[src/rtl/rr_arbiter_8_if.sv]
// Request/grant bundle between the requester blocks and the round-robin arbiter.
// master = requester side, slave = arbiter side.
interface rr_arbiter_8_if;
  logic [7:0] req;
  logic [7:0] gnt;
  logic [2:0] gnt_idx;
  logic       gnt_valid;

  modport master (
    output req,
    input  gnt,
    input  gnt_idx,
    input  gnt_valid
  );

  modport slave (
    input  req,
    output gnt,
    output gnt_idx,
    output gnt_valid
  );
endinterface

[src/rtl/rr_arbiter_8.sv]
// Eight-way round-robin arbiter with registered one-hot grant and an optional burst limit
// that preempts the owner after MAX_HOLD consecutive cycles when others are waiting.
module rr_arbiter_8 #(
  parameter int unsigned MAX_HOLD = 4
) (
  input  logic           clk,
  input  logic           rst,
  rr_arbiter_8_if.slave  bus
);

  typedef enum logic [0:0] {StIdle, StGrant} state_e;

  // With no limit the counter just saturates at its top value and is never consulted.
  localparam logic [7:0] HoldSat = (MAX_HOLD == 0) ? 8'hFF : 8'(MAX_HOLD);

  state_e     state_q;
  logic [2:0] ptr_q;
  logic [7:0] hold_q;
  logic [7:0] gnt_q;
  logic [2:0] idx_q;
  logic       valid_q;

  logic       others_req;
  logic       hold_limit;
  logic       rel;
  logic [2:0] start;
  logic [2:0] cand;
  logic [2:0] win_idx;
  logic       any_req;

  always_comb begin
    others_req = |(bus.req & ~gnt_q);
    hold_limit = (MAX_HOLD != 0) && (hold_q == HoldSat) && others_req;
    rel        = (state_q == StGrant) && (!bus.req[idx_q] || hold_limit);
    // A releasing owner hands top priority to its successor on this very edge.
    start      = rel ? idx_q + 3'd1 : ptr_q;
    win_idx    = 3'd0;
    any_req    = 1'b0;
    cand       = 3'd0;
    for (int i = 0; i < 8; i++) begin
      cand = start + 3'(i);
      if (!any_req && bus.req[cand]) begin
        win_idx = cand;
        any_req = 1'b1;
      end
    end
  end

  always_ff @(posedge clk or posedge rst) begin
    if (rst) begin
      state_q <= StIdle;
      ptr_q   <= 3'd0;
      hold_q  <= 8'd0;
      gnt_q   <= 8'h00;
      idx_q   <= 3'd0;
      valid_q <= 1'b0;
    end else begin
      case (state_q)
        StIdle: begin
          if (any_req) begin
            gnt_q   <= 8'h01 << win_idx;
            idx_q   <= win_idx;
            valid_q <= 1'b1;
            hold_q  <= 8'd1;
            state_q <= StGrant;
          end
        end
        StGrant: begin
          if (rel) begin
            ptr_q <= idx_q + 3'd1;
            if (any_req) begin
              gnt_q   <= 8'h01 << win_idx;
              idx_q   <= win_idx;
              valid_q <= 1'b1;
              hold_q  <= 8'd1;
            end else begin
              gnt_q   <= 8'h00;
              idx_q   <= 3'd0;
              valid_q <= 1'b0;
              state_q <= StIdle;
            end
          end else if (hold_q != HoldSat) begin
            hold_q <= hold_q + 8'd1;
          end
        end
        default: state_q <= StIdle;
      endcase
    end
  end

  assign bus.gnt       = gnt_q;
  assign bus.gnt_idx   = idx_q;
  assign bus.gnt_valid = valid_q;

endmodule

[src/flat_wrapper.sv]
// flat-port wrapper written by rule: the top's interface ports become plain ports
module rr_arbiter_8_flat 
#(
  parameter int unsigned MAX_HOLD = 4
)
  (clk, rst, bus_req, bus_gnt, bus_gnt_idx, bus_gnt_valid);
  rr_arbiter_8_if bus_i ();
  input  logic clk;
  input  logic rst;
  input wire logic [$bits(bus_i.req)-1:0] bus_req;
  output wire logic [$bits(bus_i.gnt)-1:0] bus_gnt;
  output wire logic [$bits(bus_i.gnt_idx)-1:0] bus_gnt_idx;
  output wire logic [$bits(bus_i.gnt_valid)-1:0] bus_gnt_valid;
  assign bus_i.req = bus_req;
  assign bus_gnt = bus_i.gnt;
  assign bus_gnt_idx = bus_i.gnt_idx;
  assign bus_gnt_valid = bus_i.gnt_valid;
  rr_arbiter_8 #(.MAX_HOLD(MAX_HOLD)) u_core (.clk(clk), .rst(rst), .bus(bus_i));
endmodule
[config.mk]
export PLATFORM = sky130hd
export DESIGN_NAME = rr_arbiter_8_flat
export DESIGN_NICKNAME = d
export VERILOG_FILES = /design/src/rtl/rr_arbiter_8_if.sv /design/src/rtl/rr_arbiter_8.sv /design/src/flat_wrapper.sv
export SDC_FILE = /design/constraint.sdc
export NUM_CORES = 1
export LEC_CHECK = 0
export BUFFER_PORTS_ARGS = -buffer_cell sky130_fd_sc_hd__buf_4
export CELL_PAD_IN_SITES_DETAIL_PLACEMENT = 0
export CELL_PAD_IN_SITES_GLOBAL_PLACEMENT = 1
export CORE_MARGIN = 4
export CORE_UTILIZATION = 45
export DETAILED_ROUTE_END_ITERATION = 7
export PLACE_DENSITY = 0.77
export SYNTH_ARGS = -nofsm -noshare
export SYNTH_HDL_FRONTEND = slang
export SYNTH_SLANG_ARGS = --single-unit
[constraint.sdc]
create_clock -name clk -period 4.96 [get_ports clk]
set_input_delay 0.496 -clock clk [delete_from_list [all_inputs] [get_ports clk]]
set_output_delay 0.496 -clock clk [all_outputs]
set_load 0.005 [all_outputs]
==> flow_summary.toml <==
[timing]
period_share = 0.900
holdWs_ns = 0.417
slew_headroom = 0.401
tightest_slew_ns = 0.898
setup_tns_ns = 0
rsz0062_at_grt = "no"
hold_violations = 0
skew_ns = 0.00483
drv_slew = 0
finalSetupViolCount = 0
fmax_mhz = 224
period_minus_slack_ns = 4.46

[run]
drv_cap = 0

[synth]
ys_ff_latch = 24
syn_inst = 284
ys_types = 53
ys.flop_type = "dfrtp_1"
synth_edf_count = 0
syn-num-nets = 298
syn_area_per_cell_sq_um = 8.03
yosys.area.top_type = "dfrtp_1"
syn_area_sq_um = 2280
ys_seq_area_frac = 0.263
synth_top_area_share = 0.263
yosys_warnings = 0
synth_async_sr_flop_share = 1.00
synth.area.top_cells = "dfrtp_1 26%, o211ai_1 5.3%, nand2_1 5.1%"

[clock_network]
htreeDepth = 1
cts-root-buf = "clkbuf_8"
clk_pin_slew_ns = 0.09
cts_sinks = 24
hold_buffers = 0
numCtsBuffers = 3
clk_path_buf_depth = 2
cts_setup_buffers = 0
cts_resized = 0
clkLatencyLatePin_ns = 0.27
cts_tree = "yes"

[placement]
port_buffers = 21
hpwl_microns = 5380
dp.cells = 370
gp_congestion = 0.970

[critical_path]
critPathArrivalTime_ns = 4.63
timing.rr.end = "u_core.bus.gnt[0]"
worstPathBufferInverterCount = 2
cpLargestDelayFamily = "compound AO/OA/AOI/OAI gates"
r2r_start = "u_core.bus.gnt_idx[0]"
r2r_cells = 14
crit_slowest_cell = "mux4_2"
worst_setup_path_start_kind = "flip-flop"
worstSetupPathType = "reg -> reg"
slowest_delay_ns = 0.56
worst_setup_path_end_kind = "flip-flop"
crit_fanout = 7
reg2reg_slack_ns = 0.50
required_ns = 5.12
crit_chain = "mux4_2 > mux2_2 > a221o_1 > nor2_4 > inv_2 > ha_1 > mux4_2 > inv_1 > a221o_1 > nand3_1 > o31ai_1 > and3b_1 > o22ai_1 > a32o_1"

[global_routing]
grt_pass1_wl_microns = 11500
grt_antenna_before_repair = 0
grt_pass1_vias = 2306
grt_usage = 0.231
grt-ovfl-total = 0
grt_max_degree = 25

[die]
die_w_microns = 79.2
core_area_sq_um = 4820
dieArea_sq_um = 6270
start_util = 0.473
die_h_microns = 79.2
rows = 25
io-pin-count = 22

[cells_and_area]
drive_above_1_share = 0.182
fin_cells = 374
final_util = 0.542
areaGrowthSynthToFinish_pct = 14.5
diodes = 0
num-nets-final = 322

[detailed_routing]
drc = 0
viasPerCell = 6.44
wire_per_inst_microns = 18.1
ant_nets = 0
drt-total-wl_microns = 6780
drt_iter0_drc = 285
vias = 2410
dr.pass1.iters = 5

[outcome]
status = "finished clean"

[min_path]
hp-class = "in -> async"
==> worst register-to-register path, stage by stage (launching register included) <==
cell     delay, ns
dfrtp_1       0.53
mux4_2        0.56
mux2_2        0.32
a221o_1       0.42
nor2_4        0.13
inv_2         0.04
ha_1          0.37
mux4_2        0.39
inv_1         0.11
a221o_1       0.17
nand3_1       0.13
o31ai_1       0.43
and3b_1       0.26
o22ai_1       0.20
a32o_1        0.29
==> layer usage <==
layer	global-route usage	vias up	wire length [microns]
met5	0	-	0
met4	0.0653	0	116
met3	0.0306	10	429
met2	0.376	103	3280
met1	0.319	1178	2950
li1	-	1119	-
==> worst max-delay path by stage <==
stage               cells after the start                 to  slack, ns                  start
floorplan                              16  u_core.bus.gnt[1]       0.68  u_core.bus.gnt_idx[0]
detailed placement                     15  u_core.bus.gnt[0]       0.52             bus_req[7]
finish                                 14  u_core.bus.gnt[0]       0.50  u_core.bus.gnt_idx[0]
global route                           14  u_core.bus.gnt[3]       0.23  u_core.bus.gnt_idx[0]
global placement                       15  u_core.bus.gnt[7]       0.50             bus_req[7]
CTS                                    14  u_core.bus.gnt[7]       0.53  u_core.bus.gnt_idx[0]
==> Yosys cell counts, drive strengths merged, types with 6 or more instances <==
cell type / instances
nand2: 33
dfrtp: 24
o21ai: 24
nor2: 21
inv: 19
o211ai: 19
nand3: 17
a21oi: 13
mux2i: 9
and3: 8
buf: 7
nand2b: 7
nand4: 6
o31ai: 6
==> state kept, by name, summed over array words and instances, names as in the netlist <==
signal and count:
u_core.bus.gnt_idx 3, u_core.bus.gnt 8, u_core.state_q 1, u_core.hold_q 8, u_core.ptr_q 3, u_core.bus.gnt_valid 1
==> layout make-up <==
class	instances	area (sq um)
tap	67	83.8
clock inverter	1	30.0
clock buffer	3	41.3
multi-input combinational	230	1560
timing repair buffer	30	225
sequential	24	601
inverter	19	71.3
fill	491	2210
==> layout by cell type, fill, tap and decap left out, types with 6 or more instances in the layout <==
cell	n
o31ai_1	6
nand4_1	6
o21ai_0	15
dfrtp_1	24
a21oi_1	12
nor2_1	20
and3_1	8
nand2b_1	7
inv_1	17
o21ai_1	8
nand2_1	31
buf_4	30
o211ai_1	16
mux2i_1	8
nand3_1	17
==> logic make-up (layout without fill, tap and decap cells) <==
kind of cell,count (synthesis),count (layout),synth area share
XOR/XNOR,5,5,0.0192
AO/OA/AOI/OAI,94,94,0.291
buffers and inverters,30,53,0.0532
adder cells (fa/ha/maj),4,4,0.0220
flip-flops,24,24,0.263
AND/OR/NAND/NOR,108,108,0.235
multiplexers,19,19,0.115
==> stage by stage <==
step                      worst slack [ns]  instance area [sq um]
final                                0.496                   2610
after global routing                 0.227                   2610
after CTS                            0.526                   2610
after floorplan                      0.677                   2280
after global placement               0.505                   2540
after detailed placement             0.516                   2540
Power is not shown: default switching activity piles up to over one toggle a cycle in this logic, so the estimate is an artifact.
